===== config.mk =====
export PLATFORM = sky130hd
export DESIGN_NAME = fan_gear_sequencer
export DESIGN_NICKNAME = d
export VERILOG_FILES = /design/src/rtl/fan_pkg.sv /design/src/rtl/fan_sleep_timer.sv /design/src/rtl/fan_gear_sequencer.sv
export SDC_FILE = /design/constraint.sdc
export NUM_CORES = 1
export LEC_CHECK = 0
export CAP_MARGIN = 0
export CORE_ASPECT_RATIO = 1.25
export CORE_MARGIN = 1
export CORE_UTILIZATION = 40
export DETAILED_ROUTE_END_ITERATION = 8
export MAX_ROUTING_LAYER = met4
export PLACE_DENSITY_LB_ADDON = 0.05
export SYNTH_ARGS = -nofsm -noshare
export SYNTH_HDL_FRONTEND = slang
export SYNTH_SLANG_ARGS = --single-unit

===== constraint.sdc =====
create_clock -name clk -period 3.4 [get_ports clk]
set_clock_uncertainty 0.2 [all_clocks]
set_input_delay 0.51 -clock clk [delete_from_list [all_inputs] [get_ports clk]]
set_output_delay 0.51 -clock clk [all_outputs]
set_load 0.03 [all_outputs]

===== src/rtl/fan_pkg.sv =====
// Shared types for the fan gear sequencer slice.
// Optional sleep-warning blink is enabled with FAN_SLEEP_WARN_EN.
package fan_pkg;

    typedef enum logic [1:0] {
        FAN_OFF  = 2'b00,
        FAN_LOW  = 2'b01,
        FAN_MID  = 2'b10,
        FAN_HIGH = 2'b11
    } fan_state_t;

    typedef enum logic [1:0] {
        SEQ_OFF,
        SEQ_RAMP,
        SEQ_RUN
    } seq_fsm_t;

    localparam int TICK_HZ = 100;

endpackage


===== src/rtl/fan_sleep_timer.sv =====
// Button-programmed sleep countdown with single-cycle expiry pulse.
// Optional warn blink output when FAN_SLEEP_WARN_EN is defined.
module fan_sleep_timer
    import fan_pkg::*;
#(
    parameter int STEP_S    = 60,
    parameter int MAX_STEPS = 4,
    parameter int RW        = $clog2(STEP_S * MAX_STEPS + 1)
) (
    input  logic          clk,
    input  logic          rst_n,
    input  logic          tick_1s,
    input  logic          press,
    input  logic          enable,
    output logic          expire,
    output logic          active,
    output logic [RW-1:0] remain,
    output logic          force_off
`ifdef FAN_SLEEP_WARN_EN
    ,
    output logic          warn
`endif
);

    localparam int SW = $clog2(MAX_STEPS + 1);

    logic [SW-1:0] steps;
    logic [RW-1:0] reload;

    assign reload = RW'((int'(steps) + 1) * STEP_S);

    // A press in the same cycle as the last tick reloads instead of expiring.
    assign expire = enable && !press && active && tick_1s
                 && remain == RW'(1);

    always_ff @(posedge clk or negedge rst_n) begin
        if (!rst_n) begin
            steps     <= '0;
            remain    <= '0;
            active    <= 1'b0;
            force_off <= 1'b0;
        end else begin
            force_off <= expire;
            if (!enable) begin
                steps  <= '0;
                remain <= '0;
                active <= 1'b0;
            end else if (press) begin
                if (int'(steps) == MAX_STEPS) begin
                    steps  <= '0;
                    remain <= '0;
                    active <= 1'b0;
                end else begin
                    steps  <= steps + 1'b1;
                    remain <= reload;
                    active <= 1'b1;
                end
            end else if (active && tick_1s && remain != '0) begin
                remain <= remain - 1'b1;
                if (remain == RW'(1)) begin
                    steps  <= '0;
                    active <= 1'b0;
                end
            end
        end
    end

`ifdef FAN_SLEEP_WARN_EN
    logic in_win;
    logic blink;

    assign in_win = active && int'(remain) <= 10;
    assign warn   = in_win && !blink;

    always_ff @(posedge clk or negedge rst_n) begin
        if (!rst_n) begin
            blink <= 1'b0;
        end else if (!in_win) begin
            blink <= 1'b0;
        end else if (tick_1s) begin
            blink <= !blink;
        end
    end
`endif

endmodule


===== src/rtl/fan_gear_sequencer.sv =====
// Fan gear soft-start sequencer with sleep timer.
// Define FAN_SLEEP_WARN_EN to add the sleep_warn blink output.
module fan_gear_sequencer
    import fan_pkg::*;
#(
    parameter int RAMP_S          = 1,
    parameter int SLEEP_STEP_S    = 60,
    parameter int SLEEP_MAX_STEPS = 4
) (
    input  logic       clk,
    input  logic       rst_n,
    input  logic       tick_1s,
    input  logic [1:0] req_state,
    input  logic       battery_empty,
    input  logic       sleep_press,
    output logic [1:0] state_out,
    output logic       sleep_active,
    output logic [$clog2(SLEEP_STEP_S*SLEEP_MAX_STEPS+1)-1:0] sleep_remain,
    output logic       force_off
`ifdef FAN_SLEEP_WARN_EN
    ,
    output logic       sleep_warn
`endif
);

    localparam int RW = $clog2(SLEEP_STEP_S * SLEEP_MAX_STEPS + 1);
    localparam int CW = $clog2(RAMP_S + 1);

    fan_state_t    target;
    fan_state_t    target_q;
    fan_state_t    gear;
    seq_fsm_t      fsm;
    logic [CW-1:0] ramp_cnt;
    logic          expire;

    assign target    = battery_empty ? FAN_OFF : fan_state_t'(req_state);
    assign state_out = gear;

    always_ff @(posedge clk or negedge rst_n) begin
        if (!rst_n) begin
            fsm      <= SEQ_OFF;
            gear     <= FAN_OFF;
            target_q <= FAN_OFF;
            ramp_cnt <= '0;
        end else begin
            target_q <= target;
            if (expire) begin
                fsm      <= SEQ_OFF;
                gear     <= FAN_OFF;
                ramp_cnt <= '0;
            end else if (target < gear) begin
                gear     <= target;
                ramp_cnt <= '0;
                fsm      <= (target == FAN_OFF) ? SEQ_OFF : SEQ_RUN;
            end else begin
                unique case (fsm)
                    SEQ_OFF: begin
                        if (target != FAN_OFF) begin
                            gear     <= FAN_LOW;
                            fsm      <= SEQ_RAMP;
                            ramp_cnt <= '0;
                        end
                    end
                    SEQ_RAMP: begin
                        if (gear == target) begin
                            fsm      <= SEQ_RUN;
                            ramp_cnt <= '0;
                        end else if (tick_1s) begin
                            if (int'(ramp_cnt) == RAMP_S - 1) begin
                                gear     <= fan_state_t'(gear + 2'd1);
                                ramp_cnt <= '0;
                            end else begin
                                ramp_cnt <= ramp_cnt + 1'b1;
                            end
                        end
                    end
                    SEQ_RUN: begin
                        if (target > gear) begin
                            fsm      <= SEQ_RAMP;
                            ramp_cnt <= '0;
                        end
                    end
                    default: fsm <= SEQ_OFF;
                endcase
                // A lowered (but still higher) target restarts the step wait.
                if (target < target_q) ramp_cnt <= '0;
            end
        end
    end

    fan_sleep_timer #(
        .STEP_S    (SLEEP_STEP_S),
        .MAX_STEPS (SLEEP_MAX_STEPS),
        .RW        (RW)
    ) u_sleep (
        .clk       (clk),
        .rst_n     (rst_n),
        .tick_1s   (tick_1s),
        .press     (sleep_press),
        .enable    (target != FAN_OFF),
        .expire    (expire),
        .active    (sleep_active),
        .remain    (sleep_remain),
        .force_off (force_off)
`ifdef FAN_SLEEP_WARN_EN
        ,
        .warn      (sleep_warn)
`endif
    );

endmodule


---- Word-level counts from Yosys, hierarchy flattened ----
Cells that the tools add are included.
Widths: inputs -> output; s select.
storage, ports and cells
  bits in registers ....................... 20
  input bits .............................. 7
  output and inout bits ................... 12
  logic and storage cells ................. 87
operators by class
  add/sub/neg operators ................... 5
  multiply operators ...................... 1
  $lt $le $gt $ge ......................... 3
  equal/unequal tests ..................... 16
  muxes and demuxes ....................... 37
  reductions and logical operators ........ 17
operator list
  cell                  number
  $mul 32x5->6 const B  1
  $mux 8                4
  $mux 2                12
  $ne 4x3->1 const B    5
  $mux 3                5
  $mux 1                13
  $eq 8x1->1 const B    1
  $reduce_bool 8->1     1
  $sub 8x1->8 const B   1
  $logic_and 1x1->1     6
  $ne 3x3->1 const B    2
  $ne 6x5->1 const B    1
  $pmux 2 s3            1
  $reduce_bool 6->1     1
  $ne 5x3->1 const B    1
  $ne 5x4->1 const B    1
  $reduce_and 5->1      1
  $add 3x1->4 const B   1
  $logic_not 2->1       2
  $lt 2x2->1            2
  $ne 4x2->1 const B    1
  $pmux 2 s2            1
  $reduce_and 4->1      1
  $reduce_bool 4->1     1
  13 further kinds      13

---- Longest topological paths before layout ----
Gate-level depths: netlist of the first run.
  depth after elaboration ................. 8
  gate-level depth with buffers ........... 13

---- Hierarchy ----
A second synthesis of the first run with hierarchy kept.
unflattened totals
  cell total of the unflattened synthesis .. 146
  area total of the unflattened synthesis .. 1365.1 um^2
modules (own cells, without submodules)
  module              instances  cells each  area an instance (um^2)
  fan_sleep_timer     1          108         1031.0
  fan_gear_sequencer  1          38          334.1

---- Worst setup path after synthesis of the first run ----
No wires, ideal clock.
  path kind ............................... reg2reg
  from .................................... register u_sleep.steps[0]
  to ...................................... register u_sleep.remain[5]
  setup time .............................. 0.094 ns
  arrival ................................. 2.760 ns
  data required time ...................... 3.106 ns
  slack ................................... 0.347 ns
  stages on the path, launching flop included .. 13
  cell sequence ........................... dfrtp_1 -> buf_2 -> inv_1 -> ha_1 -> xnor2_1 -> ha_1 -> inv_1 -> fa_1 -> inv_1 -> fa_1 -> a22o_1 -> o21ai_0 -> a211oi_1
on the way
  longest elaborated chain between the ends .. 5
ends and longest elaborated chain
  item                      line                   source
  start: declaration        fan_sleep_timer.sv:27  logic [SW-1:0] steps;
  start signal: assignment  fan_sleep_timer.sv:54  steps <= steps + 1'b1;
  $add 3x1->4               fan_sleep_timer.sv:30  assign reload = RW'((int'(steps) + 1) * STEP_S);
  $mul 32x5->6              fan_sleep_timer.sv:30
  $mux 8 *                  fan_sleep_timer.sv:49  if (int'(steps) == MAX_STEPS) begin
  $mux 8 *                  fan_sleep_timer.sv:48  end else if (press) begin
  $mux 8 *                  fan_sleep_timer.sv:44  if (!enable) begin
  end signal: assignment    fan_sleep_timer.sv:55  remain <= reload;
  end signal: assignment    fan_sleep_timer.sv:59  remain <= remain - 1'b1;
  end: declaration          fan_sleep_timer.sv:17  output logic [RW-1:0] remain,
Mark *: on every way between the ends. The rest lies on a longest branch, timed or not.
A chain may end at the register's enable or synchronous reset.

---- Worst setup path in the final report of the first run ----
Ends and elaborated chain as after synthesis.

==> impl_summary.md, run 1 <==
Status
The run finished with clean final reports.

Power
Dividing total power by cell area gives a power density of 463 nW/um^2. Across the VDD grid, the largest voltage drop is 0.278 mV. The leakage power total is 0.780 nW.

Route
The vias per cell is 5.52. The detail route stage leaves a number of antenna-violating nets equal to 0. The highest metal layer used by the detailed router is met4. The iteration count of the initial detailed-routing pass is 4. The total wire length is 3200 um. The met2 wirelength from detailed routing is 1520 um. The met3 layer wire length in the routed design is 101 um. The number of violations reported at the end of detailed-routing iteration 0 is 29. The detailed-route DRC error count is 0.

The total number of vias is 1,132. After detailed routing, the average wire length per cell comes to 15.6 um. In the final routing, the length of wire on met1 measures 1530 um.

Timing
The final setup violation count is 0. The final-layout setup total negative slack is 0 ns. The top achievable clock speed is 316 MHz. Setup repair after global routing left no endpoint under its margin. The total count of hold-check failures in the final report is 0. The max-slew violation count came to 0.

Measured against its own limit, the worst slew margin works out to 44.4%. For the pin with the worst max-slew slack, the measured transition is 0.831 ns. Counting I/O delays and the setup requirement, the final critical path takes 3.17 ns. Of the available clock period, the critical path in the final layout requires 93.1%.

Place
The total cell area at the placement stage is 1620 sq um. After legalization and detailed placement, the total HPWL measured 2420 um. The number of placed instances, taps included, is 201. The count of buffers added on input and output ports is 18. At the end of routability-driven placement, the weighted congestion stood at 0.753.

Worst setup path
In this run the register-to-register setup slack is 0.23 ns. At the worst endpoint, the arrival time is 3.13 ns. The biggest fanout along the worst timing path is 8. The endpoint of the lowest-slack register-to-register path is u_sleep.remain[5]$_DFFE_PN0P_. The last element of the critical path is u_sleep.remain[5]$_DFFE_PN0P_. STA classifies the critical path endpoint as a flop.

Tracing the worst setup path back leads to its startpoint at u_sleep.steps[0]$_DFFE_PN0P_. The depth of the worst register-to-register path is 11. The launching point of the worst reg2reg path is u_sleep.steps[0]$_DFFE_PN0P_. The path type of the worst setup path is reg -> reg.

The data required time at the worst endpoint is 3.36 ns. The startpoint type of the worst setup path is a flop.

Synthesis
Yosys attributes the largest share of cell area to dfrtp_1 (30%), ha_1 (12%), a21oi_1 (4.3%). The total nets after synthesis is 172. The count of flip-flops with a built-in enable after synthesis is 0. Summing the areas of all compound-gate instances in the mapped netlist gives 25.0% of the synthesized area.

The simple-gate share of the synthesized area is 15.3%. After synthesis, the share of cell area in mux cells is 1.42%. The adder-cell share of the synthesized area is 15.2%. After synthesis, the share of flip-flops with an asynchronous set or reset is 100%. By count the netlist is led by dfrtp_1 (17), inv_1 (16), ha_1 (14). The count of different cell masters after synthesis is 46. By area, the combinational part of the netlist is dominated by compound AO/OA/AOI/OAI gates. The area share of the largest cell type after synthesis is 30.1%. The leading cell type by number of instances after synthesis is dfrtp_1. The number of synthesized register bits is 17. The synthesized instance count is 149. The XOR/XNOR share of the synthesized area is 7.18%. The Yosys step of the flow raised 0 warnings. Summing every instance area after synthesis gives 1410 sq um.

Among all flip-flop cells after synthesis, the most frequent one is dfrtp_1. The cell type with the highest aggregate area in the netlist is dfrtp_1. The proportion of synthesized chip area in sequential cells is 30.1%. The synthesized area per cell is 9.47 sq um.

Floorplanning
19 I/O pins were placed. The initialized floorplan defines 23 standard-cell rows. The chip width is 55.1 um.

The area of the die is 3770 sq um. In this run the standard cell core region covers 3280 sq um. The initial cell density of the core is 43.0%. The die extent in y is 68.4 um.

Global route
The global-route wire length before repair is 5240 um. The total global-route track usage is 20.2%. The number of antenna violations at the first check in global routing came to 0.

The leftover overflow at the end of global routing is 0. The via count of the first global-routing pass is 1,125. Entering global routing, the biggest net connects 18 pins.

Clock tree
The number of buffers inserted during clock tree synthesis is 3. The post-cts hold buffer count is 0. TritonCTS built the clock tree.

The clock latency on the worst-skew pair is 0.25 ns. In this run the deepest clock path goes through 2 buffers. The count of instances resized after the clock tree is built is 0. In this run the number of H-tree levels came out at 1.

The clock-pin slew reported for the worst setup and hold paths after clock tree synthesis is 0.07 ns. The CTS sink count is 17. Clock tree synthesis selected as its root buffer the cell clkbuf_8. The post-CTS setup buffer count is 0.

Cells and area
The fill cell total of the finished layout is 305. The area of all placed cells without fillers is 1660 sq um. The share of cells above drive strength 1 is 8.93%. Across the whole layout, storage elements account for 427 sq um.

The repair_antennas step left the layout with diodes totalling 0. The final net count is 192. Once layout is complete, the cells apart from fillers number 205. The synthesis-to-finish area growth is 17.9%.

In the final layout, the multi-input gates occupy 906 sq um.

Worst hold path
The path category of the worst min-delay check is reg -> reg.

Flow run
The number of maximum-capacitance constraint violations is 0.
[worst max-delay path: stages (launching register included)]
cell and delay (ns):
dfrtp_2 0.45, inv_1 0.09, ha_1 0.35, xnor2_1 0.17
ha_1 0.32, inv_1 0.05, fa_1 0.47, inv_1 0.06
fa_1 0.50, a22o_1 0.13, o21ai_0 0.07, a211oi_1 0.23
[report_power, final]
part	leakage, nW	internal, mW	switching (mW)
logic	0.531	0.152	0.186
clock network	0.0228	0.0832	0.0729
registers	0.226	0.232	0.0448
[kinds of logic (layout without fill, tap and decap cells)]
kind of cell,Yosys count,after routing
adders and majority gates,16,16
muxes,2,2
buffers and inverters,19,38
DFF,17,17
xor gates and xnor gates,10,10
and+or+nand+nor,37,37
AOI/OAI and AO/OA,48,48
[final cells by class]
cell class,count,area share (%)
Multi-Input combinational cell,113,54.4
Sequential cell,17,25.6
Timing Repair Buffer,18,10.8
Inverter,16,3.61
Tap cell,37,2.78
Clock buffer,4,2.71
[how the worst min path moves through the flow]
stage	cells past startpoint	from	to
finish	1	u_sleep.active$_DFFE_PN0P_	u_sleep.active$_DFFE_PN0P_
global route	1	u_sleep.active$_DFFE_PN0P_	u_sleep.active$_DFFE_PN0P_
CTS	1	u_sleep.active$_DFFE_PN0P_	u_sleep.active$_DFFE_PN0P_
detailed placement	1	u_sleep.active$_DFFE_PN0P_	u_sleep.active$_DFFE_PN0P_
global placement	1	u_sleep.active$_DFFE_PN0P_	u_sleep.active$_DFFE_PN0P_
floorplan	0	rst_n	fsm[0]$_DFFE_PN0P_
[registers in the layout, summed over array words and instances, names as in the netlist]
register / flops
state_out: 2
u_sleep.steps: 3
u_sleep.remain: 8
fsm: 2
u_sleep.active: 1
u_sleep.force_off: 1
[placed cells by master, fill, tap and decap left out, types with 2 or more instances in the layout]
cell and instances:
a211oi_1 2, a21boi_2 2, a21o_1 5, a21oi_1 12, a22o_1 2, a31oi_1 2, clkbuf_8 3, clkdlybuf4s50_1 18
dfrtp_1 16, fa_1 2, ha_1 14, inv_1 16, mux2i_1 2, nand2_1 7, nand2b_1 7, nand3_1 4
nor2_1 7, nor3_1 4, o21ai_0 4, o21ba_2 2, o21bai_1 2, o22a_1 2, o22ai_1 2, xnor2_1 5
xor2_1 4
[layer usage]
layer / up-vias / global-route usage (%)
met5: - / -
met4: 0 / 7.81
met3: 4 / 2.67
met2: 25 / 30.3
met1: 532 / 27.4
li1: 571 / -
[through the flow]
| step | worst slack, ns | hold slack, ns | util (%) | power, mW |
|---|---|---|---|---|
| 2_1_floorplan | 0.347 | 0.0144 | - | 0.517 |
| 3_3_place_gp | 0.281 | 0.346 | 49.3 | 0.604 |
| 3_5_place_dp | 0.173 | 0.356 | 49.3 | 0.618 |
| 4_1_cts | 0.147 | 0.373 | 50.7 | 0.776 |
| 5_1_grt | 0.0466 | 0.406 | 50.7 | 0.830 |
| 6_report | 0.234 | 0.369 | 50.7 | 0.770 |
Note: power is estimated with default switching activity, not from simulation.
==> inputs of run 2 (changes only) <==
Clock period 3.4 ns to 4.06 ns, I/O delays scaled along.
==> run 2 against run 1 <==
  * Flip-flop and latch count did not move
  * Critical path depth did not move
  * Combinational power decreased by 17%
  * Sequential share of layout area is 0.056 points lower
  * Fmax down 2.2%
  * Critical endpoint unchanged
==> impl_summary.md, run 2 (same netlist as run 1, synthesis figures left out) <==
Cells and area
The share of cells above drive strength 1 is 8.33%. The library cells used most frequently in the layout, excluding fill and tap cells, are clkdlybuf4s50_1 (18), dfrtp_1 (17), inv_1 (16). The library cell used most frequently in the layout, excluding fill and tap cells, is clkdlybuf4s50_1. The final net count is 192. In the final layout, the registers with the most flip-flops are u_sleep.remain (8), u_sleep.steps (3). The multi-input gate area in the final layout is 906 sq um. The number of antenna diodes in the final layout is 0. The fill cell total of the finished layout is 314. The number of flip-flops in the largest register is 8.

The area growth from synthesis to layout is 17.8%. The finished cells cover 1660 sq um. The register ranked first by flip-flop count is u_sleep.remain.

The storage element area is 425 sq um.

Global route
The global-route wire length before repair is 5130 um. The via count of the first global-routing pass is 1,076. The largest net degree at the start of global routing is 18. The number of antenna violations at the first check in global routing is 0. The total overflow left after global routing is 0. In the global route stage, overall resource usage came out at 19.9%.

Place
The total cell area at the placement stage is 1620 sq um. Routability-driven placement finished with a final weighted congestion of 0.753. The pre-CTS worst setup slack is 0.824 ns.

The post-detailed-placement half-perimeter wirelength is 2410 um. The count of buffers added on input and output ports is 18.

Worst setup path
The cell type of the slowest stage on the worst timing path is fa_1. The endpoint of the lowest-slack register-to-register path is u_sleep.remain[5]$_DFFE_PN0P_. The maximum cell stage delay along the critical path is 0.50 ns. For the worst setup path, the data required time is 4.02 ns. The worst setup path is launched from a flop.

The startpoint identified for the worst register-to-register timing path is u_sleep.steps[0]$_DFFE_PN0P_. Traced cell by cell, the critical path runs through inv_1, ha_1, xnor2_1, ha_1, inv_1, fa_1, inv_1, fa_1, a22o_1, o21ai_0, a211oi_1. Counting cells, the worst reg-to-reg path comes to 11.

Across all register-to-register paths, the minimum setup slack is 0.82 ns. By instance count, the cell type seen most on the critical path is inv_1. The biggest fanout along the worst timing path is 8.

The worst setup path startpoint is u_sleep.steps[0]$_DFFE_PN0P_. The worst setup path is of the reg -> reg kind. Counting buffers and inverters, the worst setup path is 11 cells deep. Broken down by cell family, the worst path's largest delay share belongs to adder cells. At the worst endpoint, the arrival time is 3.20 ns. The kind of end point of the critical path is a flop. The last element of the critical path is u_sleep.remain[5]$_DFFE_PN0P_. The buffer and inverter count on the worst path is 3.

Clock tree
CTS built an H-tree with a depth of 1. The longest clock path from root to sink contains 2 buffers. The clock reaches the later pin of the worst-skew pair after 0.25 ns. CTS saw 17 sinks. Clock-pin slew was measured on the worst setup and hold paths at 0.07 ns.

The clock root buffer is clkbuf_8. TritonCTS built the clock tree. Post-CTS timing repair inserted 0 buffers for setup. The post-cts hold buffer count is 0. The number of buffers inserted during clock tree synthesis is 3. In this run, post-CTS repair resized a total of 0 instances.

Timing
The shortest clock period the worst path allows after layout is 3.24 ns. The total count of hold-check failures in the final report was 0. The final-layout setup total negative slack is 0 ns.

Setup repair after global routing left no endpoint under its margin. The max-slew violation count came to 0. In the post-route analysis, the smallest setup slack over all paths is 0.823 ns. In this run the tightest slew margin relative to its limit is 42.5%.

At the pin with the least slew margin, the transition time is 0.860 ns. The post-route clock period utilization is 79.7%. For this run, the top clock speed supported by timing is 309 MHz. Setup violations remaining at the end of the flow were counted as 0.

Route
The number of violations reported at the end of detailed-routing iteration 0 is 11. The number of nets with antenna violations after routing is 0. After detailed routing, the number of remaining DRC violations is 0. The total number of vias is 1,119.

Before antenna repair, the detailed router went through 4 iterations. The total wire length is 3110 um. In the final routed layout, each cell accounts on average for 15.2 um. In the routed layout, each cell is associated on average with a via count of 5.46.

Floorplanning
The die is 55.1 um wide. Once the floorplan was initialized, standard cells occupied 43.0% of the core. The number of core rows is 23. The die extent in y is 68.4 um. Pin placement for this block handled 19 I/O pins. The total core area is 3280 sq um.

The area of the die is 3770 sq um.

Power
Combinational cells account for 43.6% of the total power. Net switching is 39.1% of the power. Per report_power, the clock group accounts for 20.2% of the total. In this run the power density over the cells is 386 nW/um^2. The maximum ir drop on the vdd rail is 0.233 mV. The internal power consumption is 0.391 mW.

The share of power burned in registers is 36.2%. The analysis attributes to cell leakage a power of 0.781 nW. After layout, the design draws a total of 0.642 mW. The total net switching power is 0.251 mW.

Worst hold path
The startpoint of the most critical hold path is u_sleep.active$_DFFE_PN0P_. The worst hold path belongs to the class reg -> reg.

Status
The run finished with clean final reports.

Flow run
Max-cap violations in this run came to 0.
[run 2: cell types whose count changed in the layout (fill, tap and decap cells not counted)]
cell / delta
dfrtp_1: +1
dfrtp_2: -1
[run 2: power groups by stage]
stage,clock [mW],sequential (mW),combinational [mW]
5_1_grt,0.141,0.238,0.309
3_5_place_dp,0,0.235,0.280
6_report,0.130,0.232,0.280
3_3_place_gp,0,0.233,0.272
4_1_cts,0.134,0.232,0.281
2_1_floorplan,0,0.257,0.176
[run 2: through the flow]
stage	hold slack (ns)	utilization [%]	std cells
6_report	0.371	50.7	205
3_5_place_dp	0.358	49.3	201
4_1_cts	0.372	50.7	205
3_3_place_gp	0.346	49.3	201
5_1_grt	0.406	50.7	205
2_1_floorplan	0.113	-	149
[run 2: how the worst min path moves through the flow]
stage	end	slack (ns)	cells past startpoint
detailed placement	u_sleep.active$_DFFE_PN0P_	0.36	1
finish	u_sleep.active$_DFFE_PN0P_	0.37	1
floorplan	fsm[0]$_DFFE_PN0P_	0.11	0
CTS	u_sleep.active$_DFFE_PN0P_	0.37	1
global route	u_sleep.active$_DFFE_PN0P_	0.41	1
global placement	u_sleep.active$_DFFE_PN0P_	0.35	1
[run 2: layout make-up]
class	instances	area share [%]
multi-input combinational	113	54.5
timing repair buffer	18	10.8
clock buffer	4	2.71
tap	37	2.78
sequential	17	25.6
inverter	16	3.61
[run 2: metal layers]
metal,global-route usage [%],wire length (um),vias up
met2,30.6,1420,28
li1,-,-,570
met1,26.9,1540,517
met5,-,0,-
met3,2.00,114,4
met4,6.56,34,0
[run 2: worst reg2reg max path: cells and delay by family (launching register included)]
| family | cells | cell delay, ns |
|---|---|---|
| xor+xnor | 1 | 0.17 |
| buf+inv | 3 | 0.21 |
| compound gates | 3 | 0.43 |
| fa+ha+maj | 4 | 1.64 |
| flops | 1 | 0.49 |
==> inputs of run 3 (changes only) <==
Clock period 4.06 ns to 3.05 ns, I/O delays scaled along.
==> run 3 against run 2 <==
  * First-iteration DRC count increased by 73%
  * Utilization increased by 3.1 points
  * Total power increased by 39%
  * Largest cell class unchanged
  * Highest routed layer unchanged
==> impl_summary.md, run 3 (same netlist as run 1, synthesis figures left out) <==
Status
The flow ran to the end, and the final reports show no timing, DRC or antenna violations.

Timing
The post-route clock period utilization is 97.5%. Measured against its own limit, the worst slew margin works out to 46.4%. The total count of hold-check failures in the final report is 0. The max-slew violation count was 0. The top achievable clock speed is 336 MHz. Setup repair after global routing could not meet its margin everywhere. At the pin with the least slew margin, the transition time is 0.802 ns. The worst path meets setup with 0.0758 ns of slack. The final setup violation count is 0. The worst path in the final design needs a cycle of 2.97 ns, including I/O delays and setup.

The worst hold margin is 0.360 ns.

Global route
The via count of the first global-routing pass is 1,112. The number of antenna violations at the first check in global routing was 0. The largest net degree at the start of global routing is 18. For this run, the total global-route usage over all layers was measured as 20.3%. The leftover overflow at the end of global routing is 0. The global-route wire length before repair is 5180 um.

Clock tree
The clock-pin slew reported for the worst setup and hold paths after clock tree synthesis is 0.07 ns. No sink is reached through more buffers than the 2 on the longest clock path. The CTS tree is done.

For the worst-skew pair, the clock arrives at the later sink with an insertion delay of 0.26 ns. Counting every sink on the clock net gives 17. The clock root buffer is clkbuf_8. In this run, CTS created clock tree buffers numbering 3. The number of levels in the clock H-tree is 1. The post-cts hold buffer count is 0.

Worst hold path
The tightest min-delay check is of the reg -> reg type. In this run the most critical hold path is launched from u_sleep.active$_DFFE_PN0P_.

Worst setup path
The most used cell along the critical path is inv_2. The depth of the worst register-to-register path is 11. The signal arrival time at the worst endpoint is 2.95 ns. In this run the register-to-register setup slack is 0.08 ns. STA classifies the critical path endpoint as a flop.

In this run the critical register-to-register path is captured at u_sleep.remain[5]$_DFFE_PN0P_. Broken down by cell family, the worst path's largest delay share belongs to adder cells. The data required time at the worst endpoint is 3.03 ns.

The cell type of the slowest stage on the worst timing path is fa_1. The largest single stage delay on the critical path is 0.52 ns. In this run the number of cells on the critical path is 11. The number of buffers and inverters on the critical path is 3. The path type of the worst setup path is reg -> reg. Along the worst path, the maximum fanout reaches 4. The startpoint type of the worst setup path is a flop.

The most critical setup path has its startpoint at u_sleep.steps[1]$_DFFE_PN0P_. The worst register-to-register path begins at u_sleep.steps[1]$_DFFE_PN0P_. The critical path goes through inv_2, ha_4, xnor2_2, ha_1, inv_2, fa_1, inv_2, fa_1, a22o_1, o21ai_1, a211oi_1.

The last element of the critical path is u_sleep.remain[5]$_DFFE_PN0P_.

Floorplanning
The total core area is 3280 sq um. The chip width is 55.1 um. During I/O placement, the number of pins put on the boundary was 19. Row generation in the floorplan step produced 23 rows. The die covers 3770 sq um.

The initial cell density of the core is 43.0%. The die extent in y is 68.4 um.

Route
The detailed-route DRC error count is 0. The final route contains 1,162 vias. The first routing iteration left 19 violations.

Dividing the detail-routed via count by the number of cells gives 5.46. Dividing the detail-routed wire length by the instance count gives 15.2 um. The first detailed-routing pass ran for 4 iterations. The count of nets left with antenna violations once routing finished came out at 0. The total wire length is 3240 um.

Cells and area
The final net count is 200. In the final layout, the multi-input gates occupy 942 sq um. The largest registers in the layout are u_sleep.remain (8), u_sleep.steps (3). Compared with the post-synthesis result, the final layout area differs by 24.9%.

The fill cell total of the finished layout is 309. The total inserted antenna cells is 0. Cells with a size suffix above 1 make up 18.8% of the layout.

The most common cell after layout, fill and taps aside is clkdlybuf4s50_1. The register with the most flip-flops in the final layout is u_sleep.remain. The storage element area is 428 sq um.

The number of flip-flops in the largest register is 8. The library cells used most frequently in the layout, excluding fill and tap cells, are clkdlybuf4s50_1 (18), dfrtp_1 (15), inv_1 (12), ha_1 (12), a21oi_1 (11).

Power
The power per unit of standard cell area is 505 nW/um^2. The maximum ir drop on the vdd rail is 0.385 mV. After layout, the design draws a total of 0.889 mW.

In this run the static leakage power is 0.822 nW.

Place
Routability-driven placement finished with a final weighted congestion of 0.845. The pre-CTS worst setup slack is 0.000404 ns. Port buffering added 18 buffers. The post-detailed-placement half-perimeter wirelength is 2520 um.

Flow run
Max-cap violations in this run came to 0.
[run 3: power by group]
part,switching (mW),total (mW),internal [mW]
Sequential,0.0525,0.311,0.259
Combinational,0.210,0.399,0.190
Clock,0.0881,0.179,0.0911
Total,0.350,0.889,0.539
[run 3: final cells by class]
type	instances	share of cell area, %
timing repair buffer	26	13.6
tap	37	2.63
clock buffer	3	2.34
multi-input combinational	113	53.4
sequential	17	24.3
inverter	16	3.41
clock inverter	1	0.284
[run 3: layer usage]
metal | vias to the layer above | wire [um] | track usage [%] | part of all wire, %
met3 | 5 | 103 | 3.33 | 3.2
met4 | 0 | 42 | 6.56 | 1.3
li1 | 586 | - | - | -
met2 | 25 | 1610 | 31.6 | 50
met1 | 546 | 1490 | 26.3 | 46
met5 | - | 0 | - | 0
[run 3: repair_timing]
action / 4_1_cts / 5_1_grt
buffers inserted: 1 / 2
setup endpoints to repair: 1 / 2
pin swaps: 2 / 8
gates resized for setup: 0 / 12
[run 3: worst min-delay path by stage]
stage	endpoint	cells after the start
6_report	u_sleep.active$_DFFE_PN0P_	1
5_1_grt	u_sleep.steps[1]$_DFFE_PN0P_	1
4_1_cts	u_sleep.steps[1]$_DFFE_PN0P_	1
3_5_place_dp	u_sleep.steps[1]$_DFFE_PN0P_	1
3_3_place_gp	u_sleep.steps[1]$_DFFE_PN0P_	1
2_1_floorplan	fsm[0]$_DFFE_PN0P_	0
[run 3: worst reg2reg max path: stages (launching register included)]
cell      delay [ns]
dfrtp_2         0.45
inv_2           0.09
ha_4            0.21
xnor2_2         0.14
ha_1            0.30
inv_2           0.04
fa_1            0.48
inv_2           0.05
fa_1            0.52
a22o_1          0.14
o21ai_1         0.05
a211oi_1        0.22
[run 3: metrics by stage]
stage	instances	util (%)	cell area, sq um	setup TNS, ns
2_1_floorplan	149	-	1410	0
3_3_place_gp	206	50.5	1660	0
3_5_place_dp	206	50.5	1660	0
4_1_cts	211	52.1	1710	0
5_1_grt	213	53.7	1760	-0.0586
6_report	213	53.7	1760	0
